File: src/rtl/gameover_overlay_ctrl.sv
// gameover_overlay_ctrl
// Places the game-over banner sprite over the background pixel stream and
// runs the game-over sequence: PLAY -> BLINK -> SHOW -> RESTART -> PLAY.
// Beam coordinates are turned into banner-local ROM coordinates in stage 1.
// The ROM returns its colour combinationally, and stage 2 composites it.
// The input-to-output latency is 2 cycles.
// Optional macro DIM_BG_EN halves the background outside PLAY.
//
// state   | meaning
// --------+-----------------------------------------------------------
// PLAY    | normal play, banner hidden, waiting for game_over rising edge
// BLINK   | banner blinks once per BLINK_FRAMES frames, BLINK_TOGGLES times
// SHOW    | banner steady, start_btn accepted after LOCK_FRAMES frames
// RESTART | single-cycle restart pulse, banner cleared
module gameover_overlay_ctrl #(
    parameter int BANNER_X0     = 192,
    parameter int BANNER_Y0     = 224,
    parameter int BANNER_W      = 256,
    parameter int BANNER_H      = 32,
    parameter int BLINK_FRAMES  = 30,
    parameter int BLINK_TOGGLES = 6,
    parameter int LOCK_FRAMES   = 120
) (
    input  logic       clk_i,
    input  logic       rst_i,
    input  logic [9:0] hcount_i,
    input  logic [9:0] vcount_i,
    input  logic       video_on_i,
    input  logic       frame_tick_i,
    input  logic       game_over_i,
    input  logic       start_btn_i,
    input  logic [7:0] bg_r_i,
    input  logic [7:0] bg_g_i,
    input  logic [7:0] bg_b_i,
    output logic [9:0] spr_x_o,
    output logic [9:0] spr_y_o,
    input  logic [7:0] spr_r_i,
    input  logic [7:0] spr_g_i,
    input  logic [7:0] spr_b_i,
    input  logic       spr_a_i,
    output logic [7:0] out_r_o,
    output logic [7:0] out_g_o,
    output logic [7:0] out_b_o,
    output logic       out_de_o,
    output logic       restart_o,
    output logic [1:0] state_o
);

    typedef enum logic [1:0] {
        ST_PLAY    = 2'd0,
        ST_BLINK   = 2'd1,
        ST_SHOW    = 2'd2,
        ST_RESTART = 2'd3
    } state_t;

    localparam int FW = $clog2(BLINK_FRAMES + 1);
    localparam int TW = $clog2(BLINK_TOGGLES + 1);
    localparam int LW = $clog2(LOCK_FRAMES + 1);

    localparam logic [9:0]    X_LO        = 10'(BANNER_X0);
    localparam logic [9:0]    X_HI        = 10'(BANNER_X0 + BANNER_W - 1);
    localparam logic [9:0]    Y_LO        = 10'(BANNER_Y0);
    localparam logic [9:0]    Y_HI        = 10'(BANNER_Y0 + BANNER_H - 1);
    localparam logic [FW-1:0] FRAME_LAST  = FW'(BLINK_FRAMES - 1);
    localparam logic [TW-1:0] TOGGLE_LAST = TW'(BLINK_TOGGLES - 1);
    localparam logic [LW-1:0] LOCK_MAX    = LW'(LOCK_FRAMES);

    state_t        state_q, state_d;
    logic [FW-1:0] frame_q, frame_d;
    logic [TW-1:0] toggle_q, toggle_d;
    logic [LW-1:0] lock_q, lock_d;
    logic          visible_q, visible_d;
    // The first frame_tick in BLINK only turns the banner on; blink timing
    // starts from that tick.
    logic          started_q, started_d;
    logic          go_prev_q, start_prev_q;

    logic          in_win;
    logic          in_win_q, de1_q;
    logic [7:0]    bg1_r_q, bg1_g_q, bg1_b_q;
    logic [9:0]    spr_x_q, spr_y_q;
    logic          dim;
    logic [7:0]    out_r_d, out_g_d, out_b_d;
    logic [7:0]    out_r_q, out_g_q, out_b_q;
    logic          out_de_q;

    wire go_rise    = game_over_i & ~go_prev_q;
    wire start_rise = start_btn_i & ~start_prev_q;

    // FSM and counter registers. Edge detectors reload the current level on
    // reset, so an input held high through reset does not create an edge.
    always_ff @(posedge clk_i) begin
        if (rst_i) begin
            state_q      <= ST_PLAY;
            frame_q      <= '0;
            toggle_q     <= '0;
            lock_q       <= '0;
            visible_q    <= 1'b0;
            started_q    <= 1'b0;
            go_prev_q    <= game_over_i;
            start_prev_q <= start_btn_i;
        end else begin
            state_q      <= state_d;
            frame_q      <= frame_d;
            toggle_q     <= toggle_d;
            lock_q       <= lock_d;
            visible_q    <= visible_d;
            started_q    <= started_d;
            go_prev_q    <= game_over_i;
            start_prev_q <= start_btn_i;
        end
    end

    // Next-state logic. Visibility moves only on frame_tick, except for the
    // forced clear when a restart is taken.
    always_comb begin
        state_d   = state_q;
        frame_d   = frame_q;
        toggle_d  = toggle_q;
        lock_d    = lock_q;
        visible_d = visible_q;
        started_d = started_q;
        case (state_q)
            ST_PLAY: begin
                visible_d = 1'b0;
                if (go_rise) begin
                    state_d   = ST_BLINK;
                    frame_d   = '0;
                    toggle_d  = '0;
                    started_d = 1'b0;
                end
            end
            ST_BLINK: begin
                if (frame_tick_i) begin
                    if (!started_q) begin
                        started_d = 1'b1;
                        visible_d = 1'b1;
                    end else if (frame_q == FRAME_LAST) begin
                        frame_d   = '0;
                        visible_d = ~visible_q;
                        toggle_d  = toggle_q + 1'b1;
                        if (toggle_q == TOGGLE_LAST) begin
                            state_d   = ST_SHOW;
                            visible_d = 1'b1;
                            lock_d    = '0;
                        end
                    end else begin
                        frame_d = frame_q + 1'b1;
                    end
                end
            end
            ST_SHOW: begin
                visible_d = 1'b1;
                if (frame_tick_i && lock_q != LOCK_MAX) begin
                    lock_d = lock_q + 1'b1;
                end
                if (start_rise && lock_q == LOCK_MAX) begin
                    state_d   = ST_RESTART;
                    visible_d = 1'b0;
                end
            end
            ST_RESTART: begin
                state_d   = ST_PLAY;
                visible_d = 1'b0;
                frame_d   = '0;
                toggle_d  = '0;
                lock_d    = '0;
                started_d = 1'b0;
            end
            default: state_d = ST_PLAY;
        endcase
    end

    assign in_win = (hcount_i >= X_LO) && (hcount_i <= X_HI) &&
                    (vcount_i >= Y_LO) && (vcount_i <= Y_HI);

    // Stage 1: window test and banner-local coordinates for the ROM.
    always_ff @(posedge clk_i) begin
        if (rst_i) begin
            in_win_q <= 1'b0;
            de1_q    <= 1'b0;
            bg1_r_q  <= '0;
            bg1_g_q  <= '0;
            bg1_b_q  <= '0;
            spr_x_q  <= '0;
            spr_y_q  <= '0;
        end else begin
            in_win_q <= in_win;
            de1_q    <= video_on_i;
            bg1_r_q  <= bg_r_i;
            bg1_g_q  <= bg_g_i;
            bg1_b_q  <= bg_b_i;
            spr_x_q  <= in_win ? (hcount_i - X_LO) : 10'd0;
            spr_y_q  <= in_win ? (vcount_i - Y_LO) : 10'd0;
        end
    end

`ifdef DIM_BG_EN
    assign dim = (state_q != ST_PLAY);
`else
    assign dim = 1'b0;
`endif

    // Stage 2 mux: blanking, opaque banner pixel, or (optionally dimmed) background.
    always_comb begin
        out_r_d = 8'd0;
        out_g_d = 8'd0;
        out_b_d = 8'd0;
        if (de1_q) begin
            if (in_win_q && visible_q && spr_a_i) begin
                out_r_d = spr_r_i;
                out_g_d = spr_g_i;
                out_b_d = spr_b_i;
            end else if (dim) begin
                out_r_d = {1'b0, bg1_r_q[7:1]};
                out_g_d = {1'b0, bg1_g_q[7:1]};
                out_b_d = {1'b0, bg1_b_q[7:1]};
            end else begin
                out_r_d = bg1_r_q;
                out_g_d = bg1_g_q;
                out_b_d = bg1_b_q;
            end
        end
    end

    // Stage 2 register: composited pixel and delayed data enable.
    always_ff @(posedge clk_i) begin
        if (rst_i) begin
            out_r_q  <= '0;
            out_g_q  <= '0;
            out_b_q  <= '0;
            out_de_q <= 1'b0;
        end else begin
            out_r_q  <= out_r_d;
            out_g_q  <= out_g_d;
            out_b_q  <= out_b_d;
            out_de_q <= de1_q;
        end
    end

    assign spr_x_o   = spr_x_q;
    assign spr_y_o   = spr_y_q;
    assign out_r_o   = out_r_q;
    assign out_g_o   = out_g_q;
    assign out_b_o   = out_b_q;
    assign out_de_o  = out_de_q;
    assign restart_o = (state_q == ST_RESTART);
    assign state_o   = state_q;

endmodule

File: config.mk
export PLATFORM = sky130hd
export DESIGN_NAME = gameover_overlay_ctrl
export DESIGN_NICKNAME = d
export VERILOG_FILES = /design/src/rtl/gameover_overlay_ctrl.sv
export SDC_FILE = /design/constraint.sdc
export NUM_CORES = 1
export LEC_CHECK = 0
export ABC_CLOCK_PERIOD_IN_PS = 2100
export BUFFER_PORTS_ARGS = -buffer_cell sky130_fd_sc_hd__buf_2
export CORE_MARGIN = 4
export CORE_UTILIZATION = 49
export DETAILED_ROUTE_END_ITERATION = 10
export PLACE_DENSITY = 0.88
export SLEW_MARGIN = 30
export SYNTH_ARGS = -nofsm -noshare
export SYNTH_HDL_FRONTEND = slang
export SYNTH_SLANG_ARGS = --single-unit
export TNS_END_PERCENT = 10
File: constraint.sdc
create_clock -name clk_i -period 2.1 [get_ports clk_i]
set_input_delay 0.105 -clock clk_i [delete_from_list [all_inputs] [get_ports clk_i]]
set_output_delay 0.105 -clock clk_i [all_outputs]
set_load 0.005 [all_outputs]
==> results.yml <==
outcome:
  status: "finished, final reports clean"
routing:
  drtPass1Iterations: 5
  wl_mm: 10.03
  drc: 0
  drt_iter0_drc: 144
  vias_per_cell: 5.178
  ant_nets: 0
  route.vias.total: 3345
  wl_per_cell_um: 15.52
global_route:
  grtUsageTotal_pct: 23.88
  antenna_found_initial: 0
  grt_pass1_vias: 3420
  grt.overflow.total: 0
  grt_max_degree: 35
  grt_pass1_wl_mm: 15.93
clock_network:
  clock_latency_ps: 360
  post-cts-setup-buffers: 0
  path_clk_slew_ps: 100
  cts.sinks: 92
  htree_levels: 3
  numCtsBuffers: 9
  cts_tree: "done"
  root_buffer: "clkbuf_8"
  cts_buffer_depth: 2
floorplan:
  die-area_mm2: 0.008426
  top_level_ports: 123
  die-height_um: 91.80
  die_width_um: 91.80
  std_cell_rows: 30
  start_util_pct: 50.64
  core_area_mm2: 0.006794
job:
  cap_violations: 0
synth:
  ys_seq_area_share_pct: 53.53
  synth_warnings: 0
  ys_ff_latch: 92
  synth-edff-count: 0
  async_flop_share_pct: 0
  syn_inst: 361
  syn-cell-area_mm2: 0.003441
  synth_area_per_cell_um2: 9.531
  ys.flop_type: "dfxtp_1"
  ys_types: 50
place:
  port_buffers: 122
  place_ws_ps: 214.3
  routabilityCongestion: 0.8373
  post-place-cells: 567
  dp_hpwl_mm: 5.577
sta:
  drv_slew: 0
  fmax_mhz: 532.0
  rsz0062_at_grt: "false"
  final-hold-violation-count: 0
  skew_ps: 13.40
  finalWorstSetupSlack_ps: 220.3
  setup_viol: 0
  slew_headroom_pct: 62.29
  fin_crit_ps: 1880
  timing.setup.tns_ps: 0
  hold_ws_ps: 28.13
  worst_pin_slew_ps: 565.7
  fin_crit_sh_pct: 89.51
worst_setup_path:
  r2r_start: "state_o[1]"
  path_common_cell: "a211oi_1"
  slowest_delay_ps: 500
  crit_chain: "inv_1 > ha_1 > a21boi_1 > a211oi_1 > nor2_1 > a211oi_1"
  r2r_end: "frame_q[1]"
  start_kind: "flip-flop"
  slowest_stage: "a211oi_1"
  path_class: "reg -> reg"
  cp_max_fo: 10
  regToRegSetupSlack_ps: 220
  critPathRequiredTime_ps: 2370
  crit_end: "frame_q[1]"
  cp.arrival_ps: 2150
  crit_start: "state_o[1]"
  reg2reg_depth: 6
  end_kind: "flip-flop"
power_and_ir_drop:
  clkPwrFrac_pct: 29.8
  seq_power_share_pct: 50.6
  swShare_pct: 30.08
  leakage_nw: 2.221
  vdd_drop_max_mv: 0.8959
  internal-power_mw: 2.597
  p_sw_mw: 1.117
  power_density_mw_per_mm2: 751.1
  power_frac_comb_pct: 19.6
finish:
  layout-area-overhead-vs-synth_pct: 43.71
  finish.utilization_pct: 72.78
  drive_gt1_share_pct: 27.14
  final_cells: 646
  final_nets: 632
worst_hold_path:
  hp-class: "in -> reg"
-- how the worst min path moves through the flow --
stage / start / endpoint / cells after the start
2_1_floorplan: game_over_i / go_prev_q / 0
3_3_place_gp: start_btn_i / start_prev_q / 1
3_5_place_dp: start_btn_i / start_prev_q / 1
4_1_cts: rst_i / state_o[0] / 2
5_1_grt: hcount_i[7] / spr_x_o[7] / 3
6_report: rst_i / state_o[0] / 2
-- layout make-up --
| cell class | instances | area [um2] |
|---|---|---|
| diodes | 1 | 2.502 |
| clock buffers | 9 | 123.9 |
| clock inverters | 7 | 62.56 |
| fillers | 433 | 1849 |
| inverters | 11 | 41.29 |
| multi-input cells | 241 | 1484 |
| flip-flops and latches | 92 | 1842 |
| well taps | 96 | 120.1 |
| repair buffers | 189 | 1269 |
-- critical path: cells and delay by family (launching register included) --
| kind | cells | cell delay, ps |
|---|---|---|
| AOI/OAI and AO/OA | 3 | 920 |
| adders and majority gates | 1 | 310 |
| buffers and inverters | 1 | 90 |
| and+or+nand+nor | 1 | 80 |
| DFF | 1 | 380 |
-- sequential cells by signal (all words and copies together) (netlist names) --
signal and cells:
bg1_b_q 8, bg1_g_q 8, de1_q 1, state_o 2, out_g_o 8, bg1_r_q 8
start_prev_q 1, out_r_o 8, frame_q 5, in_win_q 1, started_q 1, lock_q 7
visible_q 1, spr_y_o 10, toggle_q 3, go_prev_q 1, out_de_o 1, spr_x_o 10
out_b_o 8
-- layout by cell type (no fill, tap or decap), drive strengths merged, types with 3 or more instances in the layout --
cell type	netlist	layout
buf	3	127
dfxtp	92	92
dlygate4sd3	0	62
nand2	55	55
a21oi	34	34
nor2b	27	27
and2	17	17
o21ai	15	15
ha	13	13
inv	11	12
clkbuf	15	9
nor2	7	7
nor3	6	6
nand2b	5	5
o22a	5	5
nand3	4	4
a211oi	4	4
and3	4	4
clkinv	0	4
nand4b	3	3
o21a	3	3
nand3b	3	3
nor3b	3	3
-- logic make-up (layout without fill, tap and decap cells) --
kind of cell,Yosys count,count (layout),share of synthesized area [%]
AOI/OAI and AO/OA,77,77,14.04
DFF,92,92,53.53
and+or+nand+nor,145,145,23.09
muxes,1,1,0.2909
xor gates and xnor gates,3,3,0.7638
buffers and inverters,29,216,3.454
other,1,3,0.1090
adders and majority gates,13,13,4.727
-- synth_stat cells (all sizes together), types with 2 or more instances --
cell type,number,share of area [%]
a211oi,4,0.87
a21boi,2,0.44
a21o,2,0.44
ha,13,4.7
nor2,7,0.76
nor3b,3,0.65
clkbuf,15,1.6
inv,11,1.2
nand4,2,0.80
buf,3,0.62
o22a,5,1.3
and2,17,3.1
and3,4,0.73
o21ai,15,2.2
nand3b,3,0.65
or3,2,0.36
nor4,2,0.80
o21a,3,0.65
dfxtp,92,54
nand4b,3,0.76
nand3,4,0.58
o31ai,2,0.44
nand2b,5,0.91
a41o,2,0.62
nand2,55,6.0
nor3,6,0.87
a21oi,34,4.9
nor2b,27,4.9
xor2,2,0.51
-- through the flow --
step,cell area (um2),power (mW)
floorplan,3445,2.328
global placement,4135,2.484
detailed placement,4135,2.520
CTS,4942,3.707
global route,4942,3.914
finish,4945,3.714
-- timing repair --
action,in CTS,in global routing
gates resized for setup,0,1
endpoints found under the setup margin,0,1
hold endpoints to repair,62,0
hold buffers,62,0
-- power by group through the flow --
stage / sequential, mW / combinational, mW / clock, mW
floorplan: 1.91 / 0.420 / 0
global placement: 1.91 / 0.574 / 0
detailed placement: 1.92 / 0.604 / 0
CTS: 1.87 / 0.701 / 1.13
global route: 1.89 / 0.811 / 1.21
finish: 1.88 / 0.729 / 1.11
-- layer usage --
metal	vias to the layer above	GRT usage, %	share of wire [%]
met4	0	15.47	5.0
met1	1537	23.91	35
li1	1587	-	-
met2	175	43.70	54
met5	-	0	0
met3	46	5.742	6.4
Note: power is estimated with default switching activity, not from simulation.
